===== config.mk =====
export PLATFORM = sky130hd
export DESIGN_NAME = gfx_addr_walker
export DESIGN_NICKNAME = d
export VERILOG_FILES = /design/src/rtl/gfx_pkg.sv /design/src/rtl/gfx_addr_pipe.sv /design/src/rtl/gfx_addr_walker.sv
export SDC_FILE = /design/constraint.sdc
export NUM_CORES = 2
export LEC_CHECK = 0
export ABC_AREA = 1
export BUFFER_PORTS_ARGS = -buffer_cell sky130_fd_sc_hd__buf_4
export CAP_MARGIN = 10
export CORE_UTILIZATION = 32
export CTS_CLUSTER_DIAMETER = 30
export DETAILED_ROUTE_END_ITERATION = 6
export PLACE_DENSITY = 0.45
export SYNTH_ARGS = -nofsm -noshare
export SYNTH_HDL_FRONTEND = slang
export SYNTH_SLANG_ARGS = --single-unit

===== constraint.sdc =====
create_clock -name clk -period 12.4 [get_ports clk]
set_input_delay 0.62 -clock clk [delete_from_list [all_inputs] [get_ports clk]]
set_output_delay 0.62 -clock clk [all_outputs]
set_load 0.02 [all_outputs]

===== src/rtl/gfx_pkg.sv =====
// Shared types and helpers for the graphics strip address walker.
// Holds the walker FSM encoding, the coordinate payload and the strip-width shift helper.
package gfx_pkg;

    typedef enum logic [1:0] {
        IDLE  = 2'd0,
        SETUP = 2'd1,
        RUN   = 2'd2,
        DRAIN = 2'd3
    } gfx_walk_state_t;

    typedef struct packed {
        logic [15:0] x;
        logic [15:0] y;
        logic        last;
    } gfx_coord_t;

    // k = log2(256/SW); narrower strips move the mask index further up ndx.
    function automatic int gfx_sw_shift(input int sw);
        case (sw)
            32:      return 3;
            64:      return 2;
            128:     return 1;
            default: return 0;
        endcase
    endfunction

endpackage


===== src/rtl/gfx_addr_pipe.sv =====
// Purpose: 3-stage arithmetic turning a pixel coordinate into strip address and mask fields.
// Latency: 3 clocks from an accepted coordinate to its beat on the output registers.
// Backpressure: a held output beat (beat_vld && !beat_rdy) freezes every stage together.
module gfx_addr_pipe
    import gfx_pkg::*;
#(
    parameter int SW = 256,
    parameter int BN = $clog2(SW) - 1
) (
    input  logic        clk,
    input  logic        rst_n,
    input  logic        flush,
    input  logic        coord_vld,
    output logic        coord_rdy,
    input  gfx_coord_t  coord_dat,
    input  logic [31:0] base,
    input  logic [15:0] coeff1,
    input  logic [9:0]  coeff2,
    input  logic [5:0]  bpp,
    input  logic [5:0]  cbpp,
    input  logic [9:0]  num_strips,
    input  logic        beat_rdy,
    output logic        beat_vld,
    output logic [31:0] beat_addr,
    output logic [BN:0] beat_mb,
    output logic [BN:0] beat_me,
    output logic [BN:0] beat_ce,
    output gfx_coord_t  beat_coord,
    output logic        busy
);

    localparam int K  = gfx_sw_shift(SW);
    localparam int AS = $clog2(SW) - 3;
    localparam int MW = BN + 1;

    logic        adv;
    logic        s1_vld;
    logic [25:0] s1_p;
    gfx_coord_t  s1_c;
    logic        s2_vld;
    logic [9:0]  s2_strip;
    logic [25:0] s2_row;
    logic [BN:0] s2_mb;
    gfx_coord_t  s2_c;

    logic [25:0] p_c;
    logic [8:0]  fract_hi;
    logic [17:0] prod;
    logic [17:0] ndx;
    logic [BN:0] mb_c;
    logic [25:0] row_c;
    logic [31:0] addr_c;
    logic [BN:0] me_c;
    logic [BN:0] ce_c;

    assign adv       = !(beat_vld && !beat_rdy);
    assign coord_rdy = adv;
    assign busy      = s1_vld | s2_vld | beat_vld;

    // Only bits [25:0] of x*coeff1 ever matter (strip and fraction).
    assign p_c      = {10'd0, coord_dat.x} * {10'd0, coeff1};
    // Round the fraction up by one strip minus a bit before taking its top 9 bits.
    assign fract_hi = 9'((s1_p[15:0] + 16'(SW - 1)) >> 7);
    assign prod     = {9'd0, fract_hi} * {8'd0, coeff2};
    assign ndx      = prod << K;
    assign mb_c     = MW'(ndx >> (9 + K));
    assign row_c    = {16'd0, num_strips} * {10'd0, s1_c.y};

    assign addr_c = base + (({6'd0, s2_row} + {22'd0, s2_strip}) << AS);
    assign me_c   = s2_mb + MW'(bpp);
    assign ce_c   = s2_mb + MW'(cbpp);

    always_ff @(posedge clk or negedge rst_n) begin
        if (!rst_n) begin
            s1_vld     <= 1'b0;
            s1_p       <= '0;
            s1_c       <= '0;
            s2_vld     <= 1'b0;
            s2_strip   <= '0;
            s2_row     <= '0;
            s2_mb      <= '0;
            s2_c       <= '0;
            beat_vld   <= 1'b0;
            beat_addr  <= '0;
            beat_mb    <= '0;
            beat_me    <= '0;
            beat_ce    <= '0;
            beat_coord <= '0;
        end else if (flush) begin
            s1_vld   <= 1'b0;
            s2_vld   <= 1'b0;
            beat_vld <= 1'b0;
        end else if (adv) begin
            s1_vld     <= coord_vld;
            s1_p       <= p_c;
            s1_c       <= coord_dat;
            s2_vld     <= s1_vld;
            s2_strip   <= s1_p[25:16];
            s2_row     <= row_c;
            s2_mb      <= mb_c;
            s2_c       <= s1_c;
            beat_vld   <= s2_vld;
            beat_addr  <= addr_c;
            beat_mb    <= s2_mb;
            beat_me    <= me_c;
            beat_ce    <= ce_c;
            beat_coord <= s2_c;
        end
    end

endmodule


===== src/rtl/gfx_addr_walker.sv =====
// Purpose: walks a pixel rectangle in raster order and emits one strip address/mask beat per pixel.
// Latency: first beat 4 clocks after the accepting start edge, then 1 beat per clock.
// Backpressure: valid/ready; a held beat stalls the walker and all pipeline stages.
module gfx_addr_walker
    import gfx_pkg::*;
#(
    parameter int SW = 256,
    parameter int BN = $clog2(SW) - 1
) (
    input  logic        clk,
    input  logic        rst_n,
    input  logic        start_i,
    input  logic        abort_i,
    input  logic [31:0] base_address_i,
    input  logic [15:0] coeff1_i,
    input  logic [9:0]  coeff2_i,
    input  logic [5:0]  bpp_i,
    input  logic [5:0]  cbpp_i,
    input  logic [15:0] bmp_width_i,
    input  logic [15:0] x0_i,
    input  logic [15:0] y0_i,
    input  logic [15:0] x1_i,
    input  logic [15:0] y1_i,
    input  logic        ready_i,
    output logic        valid_o,
    output logic [31:0] address_o,
    output logic [BN:0] mb_o,
    output logic [BN:0] me_o,
    output logic [BN:0] ce_o,
    output logic [15:0] x_o,
    output logic [15:0] y_o,
    output logic        last_o,
    output logic        busy_o,
    output logic        done_o
);

    gfx_walk_state_t state_q, state_d;

    logic [31:0] base_q;
    logic [15:0] coeff1_q;
    logic [9:0]  coeff2_q;
    logic [5:0]  bpp_q, cbpp_q;
    logic [15:0] width_q;
    logic [15:0] x0_q, y0_q, x1_q, y1_q;
    logic [15:0] cur_x, cur_y;
    logic [9:0]  num_strips;
    logic        done_q;

    logic        accept, flush, empty_rect, issue_last, hs_last;
    logic        issue_vld, issue_rdy, done_set, pipe_busy;
    gfx_coord_t  issue_dat, beat_coord;

    assign accept     = start_i && !abort_i && (state_q == IDLE);
    assign flush      = abort_i && (state_q != IDLE);
    assign empty_rect = (x1_q < x0_q) || (y1_q < y0_q);
    assign issue_last = (cur_x == x1_q) && (cur_y == y1_q);
    assign hs_last    = valid_o && ready_i && last_o;

    assign issue_dat.x    = cur_x;
    assign issue_dat.y    = cur_y;
    assign issue_dat.last = issue_last;

    always_comb begin
        state_d   = state_q;
        issue_vld = 1'b0;
        done_set  = 1'b0;
        case (state_q)
            IDLE:  if (accept) state_d = SETUP;
            SETUP: state_d = empty_rect ? DRAIN : RUN;
            RUN: begin
                issue_vld = 1'b1;
                if (issue_rdy && issue_last) state_d = DRAIN;
            end
            // An empty rectangle reaches DRAIN with nothing in flight and leaves at once.
            DRAIN: begin
                if (hs_last || !pipe_busy) begin
                    state_d  = IDLE;
                    done_set = 1'b1;
                end
            end
            default: state_d = IDLE;
        endcase
        if (flush) begin
            state_d   = IDLE;
            issue_vld = 1'b0;
            done_set  = 1'b0;
        end
    end

    always_ff @(posedge clk or negedge rst_n) begin
        if (!rst_n) begin
            state_q    <= IDLE;
            done_q     <= 1'b0;
            base_q     <= '0;
            coeff1_q   <= '0;
            coeff2_q   <= '0;
            bpp_q      <= '0;
            cbpp_q     <= '0;
            width_q    <= '0;
            x0_q       <= '0;
            y0_q       <= '0;
            x1_q       <= '0;
            y1_q       <= '0;
            cur_x      <= '0;
            cur_y      <= '0;
            num_strips <= '0;
        end else begin
            state_q <= state_d;
            done_q  <= done_set;
            if (accept) begin
                base_q   <= base_address_i;
                coeff1_q <= coeff1_i;
                coeff2_q <= coeff2_i;
                bpp_q    <= bpp_i;
                cbpp_q   <= cbpp_i;
                width_q  <= bmp_width_i;
                x0_q     <= x0_i;
                y0_q     <= y0_i;
                x1_q     <= x1_i;
                y1_q     <= y1_i;
                cur_x    <= x0_i;
                cur_y    <= y0_i;
            end
            if (state_q == SETUP) begin
                num_strips <= 10'(({16'd0, width_q} * {16'd0, coeff1_q}) >> 16);
            end
            if (issue_vld && issue_rdy && !issue_last) begin
                if (cur_x == x1_q) begin
                    cur_x <= x0_q;
                    cur_y <= cur_y + 16'd1;
                end else begin
                    cur_x <= cur_x + 16'd1;
                end
            end
        end
    end

    gfx_addr_pipe #(
        .SW (SW),
        .BN (BN)
    ) u_pipe (
        .clk        (clk),
        .rst_n      (rst_n),
        .flush      (flush),
        .coord_vld  (issue_vld),
        .coord_rdy  (issue_rdy),
        .coord_dat  (issue_dat),
        .base       (base_q),
        .coeff1     (coeff1_q),
        .coeff2     (coeff2_q),
        .bpp        (bpp_q),
        .cbpp       (cbpp_q),
        .num_strips (num_strips),
        .beat_rdy   (ready_i),
        .beat_vld   (valid_o),
        .beat_addr  (address_o),
        .beat_mb    (mb_o),
        .beat_me    (me_o),
        .beat_ce    (ce_o),
        .beat_coord (beat_coord),
        .busy       (pipe_busy)
    );

    assign x_o    = beat_coord.x;
    assign y_o    = beat_coord.y;
    assign last_o = beat_coord.last;
    assign busy_o = (state_q != IDLE);
    assign done_o = done_q;

endmodule


==> flow_summary.yaml <==
floorplanning:
  core-area_sq_um: 138000
  die_h_um: 375
  io_pins: 247
  dieWidth_um: 375
  rows: 136
  initial_utilization: 0.323
  die_area_sq_um: 141000
placement:
  dp_hpwl_um: 101000
  portBuffers: 246
  gp_congestion: 0.872
  pre_cts_slack_ns: 6.36
logic_synthesis:
  postSynthAreaPerCell_sq_um: 7.70
  synthCells: 5781
  ys_seq_area_frac: 0.238
  syn-num-nets: 6786
  yosysWarnings: 0
  synth-main-ff-cell: "dfrtp_1"
  synth-seq-cells: 423
  async_flop_share: 1.00
  synth_area_sq_um: 44500
  ys_types: 60
  synth_edf_count: 0
critical_path:
  cp.depth: 23
  crit_required_ns: 12.96
  cp-endpoint: "u_pipe.s1_p[25]"
  rr_endpoint: "u_pipe.s1_p[25]"
  cp_num_buf_inv: 6
  critical_path_class: "reg2reg"
  cp_max_fo: 22
  arrival_ns: 6.64
  worstSetupStartpoint: "cur_x[6]"
  cpPeakStageDelay_ns: 0.95
  crit_family: "adder cells"
  r2r_cells: 23
  end_kind: "flop"
  r2r_slack_ns: 6.31
  critPathLaunchType: "flop"
  crit_chain: "nand2_1 -> fa_1 -> inv_1 -> fa_1 -> inv_1 -> fa_1 -> fa_1 -> inv_1 -> fa_1 -> inv_1 -> fa_1 -> inv_1 -> ha_1 -> nand2_1 -> nor2_1 -> and3_1 -> nand4_1 -> nand3_1 -> a21oi_1 -> inv_1 -> nand3_1 -> nand3_1 -> nand2_1"
  slowest_stage: "dfrtp_1"
  r2r_start: "cur_x[6]"
sta:
  final_max_slew_viol_count: 0
  worst_clock_skew_ns: 0.0483
  setup_viol: 0
  rsz0062_at_grt: "no"
  min_period_ns: 6.09
  fmax_ghz: 0.164
  slew_headroom: 0.277
  tightest_slew_ns: 1.08
  hold_viol_final: 0
  min_period_over_period: 0.491
  setup_tns_ns: 0
  fin_ws_ns: 6.31
clocking:
  cts_resized: 0
  cts_tree: "done"
  clk_pin_slew_worst_paths_ns: 0.04
  cts_buffers: 116
  cts-htree-levels: 3
  clock-sinks: 423
  cts_buffer_depth: 3
  cts_root_buf: "clkbuf_16"
  insertion_delay_ns: 0.72
  cts_setup_buffers: 0
detailed_routing:
  wire_per_inst_um: 17.1
  route.vias.total: 36000
  first_pass_iters: 5
  drc: 0
  vias_per_cell: 4.59
  final_antenna_net_count: 0
  drtIter0Drc: 1945
  wl_um: 134000
final_layout:
  diodes: 0
  syn_to_final_growth_pct: 17.2
  drive_gt1_frac: 0.0945
  multiInputGateArea_sq_um: 28300
  final_util: 0.379
  nNetsFinal: 6948
  fillCellCount: 14500
  seq_area_sq_um: 10600
global_route:
  grt_max_degree: 148
  grt_pass1_vias: 37700
  grt_pass1_wl_um: 215000
  grt_overflow: 0
  grt_util_all_layers: 0.194
  antenna_found_initial: 3
run_status:
  status: "finished clean"
min_path:
  hp-class: "in2reg"
  min-delay-start: "x1_i[6]"
run:
  timing.max_cap.violations: 0
## per-layer routing
metal  track usage  vias up  wire, um
met4        0.0456        0      2690
li1              -    17700         -
met2         0.312      658     60400
met3        0.0330      143      5770
met1         0.272    17500     65500
met5             0        -         0
## state kept, by name, indices dropped and copies added, names as in the netlist, 10 cells and up
register and flops:
u_pipe.beat_coord 33, width_q 16, cur_y 16, u_pipe.s2_c 33, y0_q 16, cur_x 16, u_pipe.s1_c 33, num_strips 10
u_pipe.beat_addr 32, x0_q 16, u_pipe.s1_p 26, u_pipe.s2_row 26, coeff1_q 16, u_pipe.s2_strip 10, base_q 32, coeff2_q 10
x1_q 16, y1_q 16
## worst reg2reg max path: cells and delay by family, from the launching register on
kind            cells  cell delay (ns)
buf+inv             6             0.32
fa+ha+maj           7             3.37
simple gates        9             1.18
flops               1             0.95
compound gates      1             0.09
## layout make-up
cell class,count,area share
multi-input cells,3890,0.543
flip-flops and latches,423,0.203
inverters,1219,0.0880
clock buffers,152,0.0630
well taps,1794,0.0430
repair buffers,293,0.0426
clock inverters,64,0.0175
## cell usage after synthesis, types with 3 or more instances
cell type  count  area [sq um]
nand2_1     1889          7090
inv_1       1210          4540
fa_1         530         10600
dfrtp_1      423         10600
ha_1         320          4000
o21ai_0      233          1170
nor2_1       192           721
clkbuf_1     179           672
nand3_1      168           841
a21oi_1      144           721
xor2_1        71           622
xnor2_1       61           534
nand4_1       45           282
buf_2         35           175
nor3_1        28           140
o21ai_1       21           105
buf_1         20          75.1
or2_2         20           125
o21bai_1      15           113
nand3b_1      14           105
a21o_1        13          97.6
o211ai_2      13           163
a31oi_1       12          75.1
o211ai_1      12          90.1
o31ai_1       11          82.6
nor2_2         9          56.3
nor4_1         9          56.3
buf_4          7          52.6
inv_2          7          26.3
o21a_1         7          52.6
a211oi_1       6          45.0
buf_6          6          67.6
o22ai_1        6          37.5
nand3_2        4          40.0
a21boi_0       3          22.5
and2_1         3          18.8
nor3_2         3          30.0
o21ai_2        3          26.3
or2_1          3          18.8
## cells in the final DEF (no fill, tap or decap), drive strengths merged, types with 15 or more instances in the layout
cell	Yosys	routed
o211ai	25	25
a21oi	144	144
o21bai	15	15
nor2	202	202
nand3	173	173
fa	530	530
bufinv	0	17
dfrtp	423	423
xor2	71	71
ha	320	320
nand2	1892	1892
xnor2	61	61
nor3	32	32
inv	1217	1220
clkinv	2	30
clkinvlp	0	16
buf	69	292
clkbuf	180	152
nand4	47	47
or2	23	23
o21ai	257	257
## timing repair
action	in CTS	in global routing
endpoints found under the hold margin	81	0
endpoints found under the setup margin	0	0
hold buffers	1	0
## metrics by stage
step	area [sq um]	cells	hold WS, ns
floorplan	44500	5781	0.324
global placement	48000	7618	0.452
detailed placement	48000	7618	0.453
CTS	52200	7835	0.0456
global route	52200	7835	0.0627
finish	52200	7835	0.0968
## kinds of logic (layout without fill, tap and decap cells)
| logic type | Yosys count | count (layout) | share of synthesized area |
|---|---|---|---|
| flip-flops | 423 | 423 | 0.238 |
| adder cells (fa/ha/maj) | 850 | 850 | 0.328 |
| buffers and inverters | 1468 | 1728 | 0.127 |
| AND/OR/NAND/NOR | 2400 | 2400 | 0.217 |
| AO/OA/AOI/OAI | 508 | 508 | 0.0646 |
| XOR/XNOR | 132 | 132 | 0.0260 |
## worst min path at each step
stage,end,slack [ns],cells after the start
after floorplan,base_q[0],0.32,0
after global routing,x1_q[6],0.06,3
after global placement,u_pipe.s2_strip[0],0.45,2
after detailed placement,u_pipe.beat_coord[25],0.45,2
final,x1_q[6],0.1,3
after CTS,x1_q[6],0.05,3
Power is not shown: default switching activity piles up to over one toggle a cycle in this logic, so the estimate is an artifact.
